<file path="config.mk">
export PLATFORM = sky130hd
export DESIGN_NAME = wb_arbiter
export DESIGN_NICKNAME = d
export VERILOG_FILES = /design/src/rtl/wb_arbiter.sv
export SDC_FILE = /design/constraint.sdc
export NUM_CORES = 1
export LEC_CHECK = 0
export CORE_AREA = 2 2 125 127
export CTS_BUF_LIST = sky130_fd_sc_hd__clkbuf_16
export DETAILED_ROUTE_END_ITERATION = 7
export DIE_AREA = 0 0 127 129
export DONT_BUFFER_PORTS = 1
export GPL_TIMING_DRIVEN = 0
export PLACE_DENSITY_LB_ADDON = 0.15
export SYNTH_ARGS = -nofsm -noshare
export SYNTH_HDL_FRONTEND = slang
export SYNTH_SLANG_ARGS = --single-unit
</file>
<file path="constraint.sdc">
create_clock -name clk_i -period 2.76 [get_ports clk_i]
set_clock_uncertainty 0.15 [all_clocks]
set_input_delay 0.276 -clock clk_i [delete_from_list [all_inputs] [get_ports clk_i]]
set_output_delay 0.276 -clock clk_i [all_outputs]
set_load 0.02 [all_outputs]
</file>
<file path="src/rtl/wb_arbiter.sv">
// Two-master to one-slave Wishbone B4 classic arbiter with a bus-timeout watchdog.
// Grant registered one cycle after CYC; slave/return paths are combinational muxes from the grant.
module wb_arbiter #(
  parameter int FIXED_PRIO = 0,
  parameter int TIMEOUT    = 255,
  parameter int AW         = 32,
  parameter int DW         = 32
) (
  input  logic            clk_i,
  input  logic            rst_n_i,
  input  logic            m0_cyc_i,
  input  logic            m0_stb_i,
  input  logic            m0_we_i,
  input  logic [DW/8-1:0] m0_sel_i,
  input  logic [AW-1:0]   m0_adr_i,
  input  logic [DW-1:0]   m0_dat_i,
  output logic [DW-1:0]   m0_dat_o,
  output logic            m0_ack_o,
  output logic            m0_err_o,
  input  logic            m1_cyc_i,
  input  logic            m1_stb_i,
  input  logic            m1_we_i,
  input  logic [DW/8-1:0] m1_sel_i,
  input  logic [AW-1:0]   m1_adr_i,
  input  logic [DW-1:0]   m1_dat_i,
  output logic [DW-1:0]   m1_dat_o,
  output logic            m1_ack_o,
  output logic            m1_err_o,
  output logic            s_cyc_o,
  output logic            s_stb_o,
  output logic            s_we_o,
  output logic [DW/8-1:0] s_sel_o,
  output logic [AW-1:0]   s_adr_o,
  output logic [DW-1:0]   s_dat_o,
  input  logic [DW-1:0]   s_dat_i,
  input  logic            s_ack_i,
  input  logic            s_err_i,
  output logic [1:0]      gnt_o
);

  localparam int CW = (TIMEOUT > 0) ? $clog2(TIMEOUT + 1) : 1;
  localparam logic [CW-1:0] TLAST = CW'((TIMEOUT > 0) ? TIMEOUT - 1 : 0);

  typedef enum logic [1:0] {
    IDLE = 2'b00,
    OWN0 = 2'b01,
    OWN1 = 2'b10
  } state_t;

  state_t        state;
  state_t        state_nxt;
  logic          last;      // 1 = M1 was served last, so M0 wins the next tie
  logic [CW-1:0] tcnt;
  logic          own0;
  logic          own1;
  logic          own_cyc;
  logic          own_stb;
  logic          tmo;

  assign own0    = (state == OWN0);
  assign own1    = (state == OWN1);
  assign own_cyc = (own0 & m0_cyc_i) | (own1 & m1_cyc_i);
  assign own_stb = (own0 & m0_stb_i) | (own1 & m1_stb_i);
  assign tmo     = (TIMEOUT > 0) && own_stb && !s_ack_i && !s_err_i && (tcnt == TLAST);

  // Re-arbitrate whenever nobody holds the bus, including the edge the owner drops CYC.
  always_comb begin
    state_nxt = state;
    if (!own_cyc) begin
      if (m0_cyc_i && m1_cyc_i) state_nxt = ((FIXED_PRIO != 0) || last) ? OWN0 : OWN1;
      else if (m0_cyc_i)        state_nxt = OWN0;
      else if (m1_cyc_i)        state_nxt = OWN1;
      else                      state_nxt = IDLE;
    end
  end

  always_ff @(posedge clk_i or negedge rst_n_i) begin
    if (!rst_n_i) begin
      state <= IDLE;
      last  <= 1'b1;
      tcnt  <= '0;
    end else begin
      state <= state_nxt;
      if (state_nxt != state) begin
        if (state_nxt == OWN0)      last <= 1'b0;
        else if (state_nxt == OWN1) last <= 1'b1;
      end
      if ((state_nxt != state) || !own_cyc || s_ack_i || s_err_i || tmo) tcnt <= '0;
      else if ((TIMEOUT > 0) && own_stb)                             tcnt <= tcnt + 1'b1;
    end
  end

  assign gnt_o = state;

  always_comb begin
    s_cyc_o = 1'b0;
    s_stb_o = 1'b0;
    s_we_o  = 1'b0;
    s_sel_o = '0;
    s_adr_o = '0;
    s_dat_o = '0;
    case (state)
      OWN0: begin
        s_cyc_o = m0_cyc_i;
        s_stb_o = m0_stb_i & ~tmo;
        s_we_o  = m0_we_i;
        s_sel_o = m0_sel_i;
        s_adr_o = m0_adr_i;
        s_dat_o = m0_dat_i;
      end
      OWN1: begin
        s_cyc_o = m1_cyc_i;
        s_stb_o = m1_stb_i & ~tmo;
        s_we_o  = m1_we_i;
        s_sel_o = m1_sel_i;
        s_adr_o = m1_adr_i;
        s_dat_o = m1_dat_i;
      end
      default: ;
    endcase
  end

  assign m0_dat_o = s_dat_i;
  assign m1_dat_o = s_dat_i;
  assign m0_ack_o = own0 & s_ack_i;
  assign m1_ack_o = own1 & s_ack_i;
  assign m0_err_o = own0 & (s_err_i | tmo);
  assign m1_err_o = own1 & (s_err_i | tmo);

endmodule

</file>
### After elaboration in Yosys (flattened, before gate mapping)

Index checks and enable logic that the tools add are counted.
W data, S select, Z words.

* mux-type cells: 15
* bitwise operators: 14
* add/subtract/negate cells: 1
* reduce and logical (&&, ||, !) cells: 14
* equality and inequality tests: 6

Operators with widths (number)
* $pmux W32 S2: 2
* $mux W8: 2
* $and A1 B1 Y1: 10
* $mux W2: 5
* $add A8 B1 Y8 const B: 1
* $eq A8 B8 Y1 const B: 1
* $pmux W4 S2: 1
* $pmux W1 S2: 3
* $eq A2 B1 Y1 const B: 2
* $eq A2 B2 Y1 const B: 2
* $logic_and A1 B1 Y1: 4
* $logic_or A1 B1 Y1: 4
* $reduce_bool A2 Y1: 2
* $logic_not A1 Y1: 3
* $or A1 B1 Y1: 3
* $mux W1: 2
* $ne A2 B2 Y1: 1
* $reduce_and A2 Y1: 1
* $not A1 Y1: 1

* output and inout port bits: 141
* logic and storage cells: 53
* flip-flop bits (word level): 11

### Depth between registers and ports, before layout

Gate-level depths: netlist of run 1.

* word-level depth: 10
* depth in mapped cells: 11
* mapped depth without buffers: 10

### Worst setup path after synthesis of run 1

OpenSTA, ideal clock, no wires.

* path type: register to register
* start point: register state[0], in the netlist gnt_o[0]
* end point: register last
* cell stages (with the launch flop): 11
* arrival: 2.105 ns
* setup time: 0.075 ns
* path buffers: 2
* setup slack: 0.431 ns
* clock period less this slack: 2.329 ns
* required time: 2.535 ns
* cells stage by stage: dfrtp_1 > inv_1 > ha_1 > buf_2 > buf_2 > o21ai_0 > a32o_1 > ha_1 > a311oi_1 > o21ai_1 > mux2i_1

* word-level cells in the longest chain between the ends: 7
* elaborated cells on any way between the ends: 12

Ends and longest elaborated chain
* start: declaration: line 50 `state_t state;`
* start signal: assignment: line 83 `state <= state_nxt;`
* $eq A2 B1 Y1 or $eq A2 B2 Y1 (tied branches): line 60, 61
* $and A1 B1 Y1: line 62 `assign own_cyc = (own0 & m0_cyc_i) | (own1 & m1_cyc_i);`
* $or A1 B1 Y1: line 62
* $mux W2 (*): line 69 `if (!own_cyc) begin`
* via state_nxt[0]: line 51 `state_t state_nxt;`
* $eq A2 B1 Y1 or $eq A2 B2 Y1 (tied branches): line 85, 86
* $reduce_bool A2 Y1 (no source line)
* $reduce_and A2 Y1 (no source line)
* end signal: assignment: line 80 `last <= 1'b1;`
* end signal: assignment: line 85 `if (state_nxt == OWN0) last <= 1'b0;`
* end signal: assignment: line 86 `else if (state_nxt == OWN1) last <= 1'b1;`
* end: declaration: line 52 `logic last;`

The timed path passes the listed nets; every way through them passes the cells marked *.
A chain may end at the register's enable or synchronous reset.

### Worst setup path after layout of run 1

* start point: register state[0], in the netlist gnt_o[0]
* end point: output s_stb_o

* word-level cells in the longest chain between the ends: 9
* elaborated cells on any way between the ends: 12

Ends and longest elaborated chain
* $eq A2 B1 Y1 or $eq A2 B2 Y1 (tied branches): line 60, 102, 61
* $and A1 B1 Y1: line 63 `assign own_stb = (own0 & m0_stb_i) | (own1 & m1_stb_i);`
* $or A1 B1 Y1: line 63
* $logic_and A1 B1 Y1 (3 in series): line 64 `assign tmo = (TIMEOUT > 0) && own_stb && !s_ack_i && !s_err_i && (tcnt == TLAST);`
* $not A1 Y1: line 105, 113
* $and A1 B1 Y1, on equally long branches: line 113, 105
* $pmux W1 S2 (*): line 102 `case (state)`
* end: declaration: line 30 `output logic s_stb_o,`

Mark *: on every way between the ends. The rest lies on a longest branch, timed or not.

==> reports/summary.txt, run 1 <==
YOSYS
-------------------------------------------------------------------------------------------------
Syn Std Cell Area                                                                     0.00213 mm²
Synthesis warning total                                                                         0
Fraction of synthesized area in multiplexers                                              0.00940
Compound-cell area share of the yosys netlist                                               0.291
Xor-xnor portion of the synthesized cell area                                              0.0288
Adder-cell area share of the yosys netlist                                                 0.0294
Synthesis-stage register bit count                                                             11
Register area share after synthesis                                                         0.130
Share of synthesized registers carrying an async set or reset                                1.00
Per-instance average area after synthesis                                                6.87 µm²
Synthesized netlist cell count                                                                310
Post-Synthesis Net Count                                                                      493
Combinational family with the most area after synthesis                              buffers and inverters
Number of distinct library cell variants in the gate-level netlist after synthesis             34
Post-synth top flop                                                                       dfrtp_1
Number of enable flip-flop cells after synthesis                                                0
Basic-gate share of the synthesized area counting and, or, nand and nor cells               0.213

DRT
-------------------------------------------------------------------------------------------------
Via density per instance                                                                     4.58
Wire length after detailed routing                                                        9390 µm
Vias                                                                                         2298
Detailed-router iteration count before antenna repair                                           4
Remaining number of nets flagged by the antenna check after routing                             0
DRC Markers                                                                                     0
Routed WL per cell                                                                        18.7 µm
Initial DRC count                                                                             102

CLOCK NETWORK
-------------------------------------------------------------------------------------------------
Clock sink count                                                                               11
Clock tree buffer depth                                                                         2
CTS tree                                                                                      yes
Clock network latency to the later pin of the worst-skew pair                             0.24 ns
H-tree lvl count                                                                                1
Root Driver                                                                             clkbuf_16
Clock transition at the registers of the reported paths                                   0.05 ns
Inserted Clock Buffers                                                                          3

TIMING
-------------------------------------------------------------------------------------------------
Setup total negative slack                                                                   0 ns
Post-route fraction of the period consumed by the critical path                             0.951
Max-slew violation total from the final report                                                  0
Max Freq                                                                                  381 MHz
Headroom to the max-slew limit                                                              0.553
Hold violation count in the final report                                                        0
RSZ-0062 raised after global routing                                                        false
Slew @ Worst Pin                                                                         0.666 ns
Time the worst path needs with I/O delays and setup                                       2.63 ns
Final worst hold slack                                                                   0.103 ns
Setup Viol. Count Final                                                                         0

SETUP PATH
-------------------------------------------------------------------------------------------------
Kind of launch point of the worst setup path                                             register
Most common cell on crit path                                                              nor3_1
Cell with the largest stage delay on the worst path                                        nor3_1
Worst EP arrival                                                                          2.20 ns
Data required, critical path                                                              2.33 ns
Family with the most delay on the worst path                                         simple AND/OR/NAND/NOR gates
Kind of capture point of the worst setup path                                         output port
Critical path start-end classification                                                 reg -> out
Critical path cell sequence                                                          inv_1, ha_1, buf_2, a22o_1, buf_6, nand4_4, nor3_1, nor3_1
Buffers and inverters on the worst path                                                         3
Peak per-stage delay on the critical path                                                 0.55 ns
Crit path max fanout                                                                           10

PLACED DESIGN
-------------------------------------------------------------------------------------------------
Routability cong.                                                                           0.642
Input/output buffers                                                                            0
Instance area after placement                                                         0.00236 mm²
DPL Wire Length                                                                           8050 µm

POWER
-------------------------------------------------------------------------------------------------
VDD IR max                                                                               0.224 mV
Cell leakage power                                                                        1.02 nW
Cell area power density                                                               1030 mW/mm²
Power after layout                                                                        2.57 mW

DIE
-------------------------------------------------------------------------------------------------
Total die area                                                                         0.0164 mm²
Row Count                                                                                      45
Placeable core region                                                                  0.0150 mm²
Die Ht                                                                                     129 µm
Chip Width                                                                                 127 µm
Initial cell density of the core                                                            0.142
IO Count                                                                                      319

HOLD PATH
-------------------------------------------------------------------------------------------------
HP Class                                                                                in -> reg

GLOBAL ROUTING
-------------------------------------------------------------------------------------------------
GRT Total Usage                                                                            0.0986
Initial antenna violation count                                                                 1
Number of global-route vias before repair                                                    2201
Global-route wire length before repair                                                   12400 µm
GRT Residual Overflow                                                                           0
Pin count of the biggest net entering global routing                                           12

LAYOUT
-------------------------------------------------------------------------------------------------
Post-layout net count                                                                         498
Antenna cells                                                                                   0
Fraction of final layout cells sized beyond drive strength 1                                0.315
Area Overhead vs Synth                                                                      16.7%
Area of all placed cells without fillers                                              0.00249 mm²

RUN STATUS
-------------------------------------------------------------------------------------------------
Outcome                                                                              complete, no violations

JOB
-------------------------------------------------------------------------------------------------
Number of violations of the max-capacitance limit                                               0

## Yosys cell counts (2+ instances only)
| library cell | instances | share of area |
|---|---|---|
| buf_4 | 64 | 0.23 |
| o21ai_0 | 4 | 0.0094 |
| o21a_1 | 2 | 0.0070 |
| dfrtp_1 | 10 | 0.12 |
| nand2_1 | 2 | 0.0035 |
| buf_1 | 3 | 0.0053 |
| buf_2 | 11 | 0.026 |
| ha_1 | 5 | 0.029 |
| a22oi_1 | 70 | 0.25 |
| clkbuf_1 | 12 | 0.021 |
| a22o_1 | 2 | 0.0082 |
| and2_1 | 5 | 0.015 |
| xor2_1 | 6 | 0.025 |
| inv_1 | 7 | 0.012 |
| mux2i_1 | 2 | 0.0094 |
| nor3_1 | 4 | 0.0094 |
| nand3_1 | 2 | 0.0047 |
| nand4_1 | 4 | 0.012 |
| nor2_1 | 80 | 0.14 |
## where the power goes
group	internal [mW]	switching (mW)
combinational	0.520	1.55
sequential	0.187	0.0440
clock	0.192	0.0782
total	0.899	1.67
## worst reg2reg max path, delay by kind of cell (launching register included)
family,cells,cell delay (ns)
compound gates,4,0.75
flops,1,0.48
buf+inv,3,0.44
mux,1,0.16
fa+ha+maj,2,0.43
## layout by cell type (no fill, tap or decap), types with 3 or more instances in the layout
cell type / count
buf_4: 64
nand4_1: 4
dfrtp_1: 8
nor2_1: 73
clkbuf_2: 3
a22oi_1: 70
xor2_1: 6
inv_1: 7
o21ai_0: 4
nor3_1: 4
clkbuf_16: 3
clkbuf_1: 9
nor2_2: 7
buf_2: 12
ha_1: 5
and2_1: 5
## sequential cells by signal, summed over array words and instances, names as in the netlist
| signal | flops |
|---|---|
| last | 1 |
| gnt_o | 2 |
| tcnt | 8 |
## metal layers
| metal | GRT usage | up-vias | part of all wire |
|---|---|---|---|
| met1 | 0.122 | 1086 | 0.39 |
| met2 | 0.182 | 162 | 0.52 |
| met5 | 0 | - | 0.0018 |
| li1 | - | 1033 | - |
| met3 | 0.00915 | 15 | 0.072 |
| met4 | 0.0271 | 2 | 0.017 |
## worst paths after layout
path / from / to / slack (ns) / cells after the start
min in group asynchronous: rst_n_i / tcnt[1] / 0.30 / 1
hold / removal: m1_cyc_i / gnt_o[1] / 0.10 / 2
max in group asynchronous: rst_n_i / gnt_o[0] / 1.78 / 1
setup reg to reg: gnt_o[0] / last / 0.27 / 10
hold reg to reg: last / last / 0.36 / 2
setup / recovery: gnt_o[0] / s_stb_o / 0.13 / 8
## logic make-up (layout without fill, tap and decap cells)
| family | after synthesis | after routing |
|---|---|---|
| fa+ha+maj | 5 | 5 |
| flops | 11 | 11 |
| mux | 2 | 2 |
| buf+inv | 99 | 103 |
| xor+xnor | 7 | 7 |
| compound gates | 83 | 83 |
| simple gates | 103 | 103 |
## stage by stage
| step | std cells | setup WS, ns | utilization |
|---|---|---|---|
| floorplan | 310 | 0.431 | - |
| global placement | 498 | -0.0242 | 0.158 |
| detailed placement | 498 | -0.0664 | 0.158 |
| CTS | 502 | 0.00264 | 0.165 |
| global route | 502 | 0.0144 | 0.166 |
| finish | 502 | 0.135 | 0.166 |
## final cells by class
| class | count | area, µm² |
|---|---|---|
| plain buffers | 91 | 619 |
| clock buffers | 3 | 75.1 |
| clock inverters | 1 | 5.00 |
| fillers | 1758 | 12500 |
| inverters | 7 | 26.3 |
| multi-input cells | 200 | 1240 |
| flip-flops and latches | 11 | 279 |
| well taps | 188 | 235 |
| repair buffers | 1 | 10.0 |
## repair_timing
item	4_1_cts	5_1_grt
hold buffers	1	0
endpoints found under the hold margin	11	0
pin swaps	0	0
setup buffers	0	0
gates resized for setup	11	6
setup endpoints to repair	65	40
Power figures use the tool's default switching activity.
==> run 2: changes to the inputs <==
Settings changed: MAX_ROUTING_LAYER set to met4.
==> reports/summary.txt, run 2 (same netlist as run 1, synthesis figures left out) <==
LAYOUT
----------------------------------------------------------------------------------
Flip-flop count of the largest register, all copies and words added              8
Final core utilization                                                       0.166
Post-layout net count                                                          498
Final Non-Filler Cells                                                         503
Register with the highest flop count                                          tcnt
Area of all placed cells without fillers                               0.00249 mm²
Area Overhead vs Synth                                                       16.9%
Fraction of final layout cells sized beyond drive strength 1                 0.315
Most common library cell in the layout ignoring fill and taps               nor2_1
Leading cell types in the layout, fill and taps excluded              73 x nor2_1, 70 x a22oi_1, 64 x buf_4

DRT
----------------------------------------------------------------------------------
Via density per instance                                                      4.55
Routed WL per cell                                                         18.7 µm
Detailed-router iteration count before antenna repair                            4
Wire length after detailed routing                                         9390 µm
DRC Markers                                                                      0
Vias                                                                          2287
Initial DRC count                                                               95
Remaining number of nets flagged by the antenna check after routing              0

POWER
----------------------------------------------------------------------------------
Cell leakage power                                                         1.02 nW
Power after layout                                                         2.57 mW
Cell area power density                                                1030 mW/mm²
VDD IR max                                                                0.224 mV

CLOCK NETWORK
----------------------------------------------------------------------------------
Clock network latency to the later pin of the worst-skew pair              0.24 ns
CTS tree                                                                       yes
H-tree lvl count                                                                 1
Root Driver                                                              clkbuf_16
Clock tree buffer depth                                                          2
Inserted Clock Buffers                                                           3
Clock sink count                                                                11
Post-CTS repair timing setup buffer count                                        0
Clock transition at the registers of the reported paths                    0.05 ns

SETUP PATH
----------------------------------------------------------------------------------
Worst EP arrival                                                           2.20 ns
Cell with the largest stage delay on the worst path                         nor3_1
Worst flop-to-flop path endpoint                                              last
FF-to-FF Start                                                            gnt_o[0]
Critical path start-end classification                                  reg -> out
Kind of capture point of the worst setup path                          output port
Kind of launch point of the worst setup path                              register
Most common cell on crit path                                               nor3_1
Depth of the most critical reg-to-reg path                                      10
Launch point of the worst path                                            gnt_o[0]
Reg-to-reg setup timing slack                                              0.27 ns
Peak per-stage delay on the critical path                                  0.55 ns
Crit path max fanout                                                            10
Critical path cell sequence                                           inv_1, ha_1, buf_2, a22o_1, buf_6, nand4_4, nor3_1, nor3_1
Data required, critical path                                               2.33 ns

DIE
----------------------------------------------------------------------------------
Row Count                                                                       45
IO Count                                                                       319
Initial cell density of the core                                             0.142
Chip Width                                                                  127 µm
Placeable core region                                                   0.0150 mm²
Die Ht                                                                      129 µm
Total die area                                                          0.0164 mm²

GLOBAL ROUTING
----------------------------------------------------------------------------------
Pin count of the biggest net entering global routing                            12
GRT Total Usage                                                              0.102
GRT Residual Overflow                                                            0
Number of global-route vias before repair                                     2190
Global-route wire length before repair                                    12400 µm
Initial antenna violation count                                                  1

PLACED DESIGN
----------------------------------------------------------------------------------
Routability cong.                                                            0.648
Setup WS pre-CTS                                                        -0.0664 ns
Input/output buffers                                                             0
Instance area after placement                                          0.00236 mm²
DPL Wire Length                                                            8050 µm
Cells after DPL                                                                498

HOLD PATH
----------------------------------------------------------------------------------
Hold_sp                                                                   m1_cyc_i
Hold path cells                                                                  2
HP Class                                                                 in -> reg
Destination of the worst hold path                                        gnt_o[1]

TIMING
----------------------------------------------------------------------------------
RSZ-0062 raised after global routing                                         false
Max Freq                                                                   381 MHz
Setup Viol. Count Final                                                          0
Post-route fraction of the period consumed by the critical path              0.951
Slew @ Worst Pin                                                          0.663 ns
Max-slew violation total from the final report                                   0
Final WS setup                                                            0.136 ns
Setup total negative slack                                                    0 ns
Hold violation count in the final report                                         0
Headroom to the max-slew limit                                               0.554
Time the worst path needs with I/O delays and setup                        2.62 ns
Final worst hold slack                                                    0.103 ns

RUN STATUS
----------------------------------------------------------------------------------
Outcome                                                               complete, no violations

JOB
----------------------------------------------------------------------------------
Number of violations of the max-capacitance limit                                0

## run 2: cell types whose count changed in the layout (fill, tap and decap cells not counted), sizes merged
cell   change
diode      +1
## run 2: worst max path at each step
stage | end | slack (ns) | depth (start not counted)
final | s_stb_o | 0.14 | 8
after global routing | s_stb_o | 0.01 | 8
after CTS | s_stb_o | 0.003 | 8
after detailed placement | last | -0.07 | 9
after global placement | last | -0.02 | 9
after floorplan | last | 0.43 | 10
## run 2: power by group
group	internal, mW	leakage, nW	switching (mW)
sequential	0.187	0.145	0.0440
combinational	0.520	0.837	1.55
clock	0.192	0.0409	0.0782
## run 2: metal layers
| layer | up-vias | GRT usage | wire [µm] |
|---|---|---|---|
| met4 | 0 | 0.0271 | 166 |
| met5 | - | - | 0 |
| met1 | 1081 | 0.122 | 3650 |
| met2 | 159 | 0.182 | 4920 |
| li1 | 1034 | - | - |
| met3 | 13 | 0.00956 | 652 |
## run 2: critical path: cells and delay by family, from the launching register on
family | cells | cell delay [ns]
simple gates | 3 | 0.70
compound gates | 1 | 0.22
fa+ha+maj | 1 | 0.18
flops | 1 | 0.47
buf+inv | 3 | 0.37
## run 2: repair_timing
item | 4_1_cts | 5_1_grt
gates resized for setup | 11 | 6
setup endpoints to repair | 65 | 40
pin swaps | 0 | 0
endpoints found under the hold margin | 11 | 0
hold buffers | 1 | 0
## run 2: cell type report
cell class                 count  area [µm²]
inverter                       7        26.3
buffer                        91         619
sequential                    11         279
tap                          188         235
multi-input combinational    200        1240
clock buffer                   3        75.1
antenna                        1        2.50
clock inverter                 1        5.00
fill                        1757       12500
timing repair buffer           1        10.0
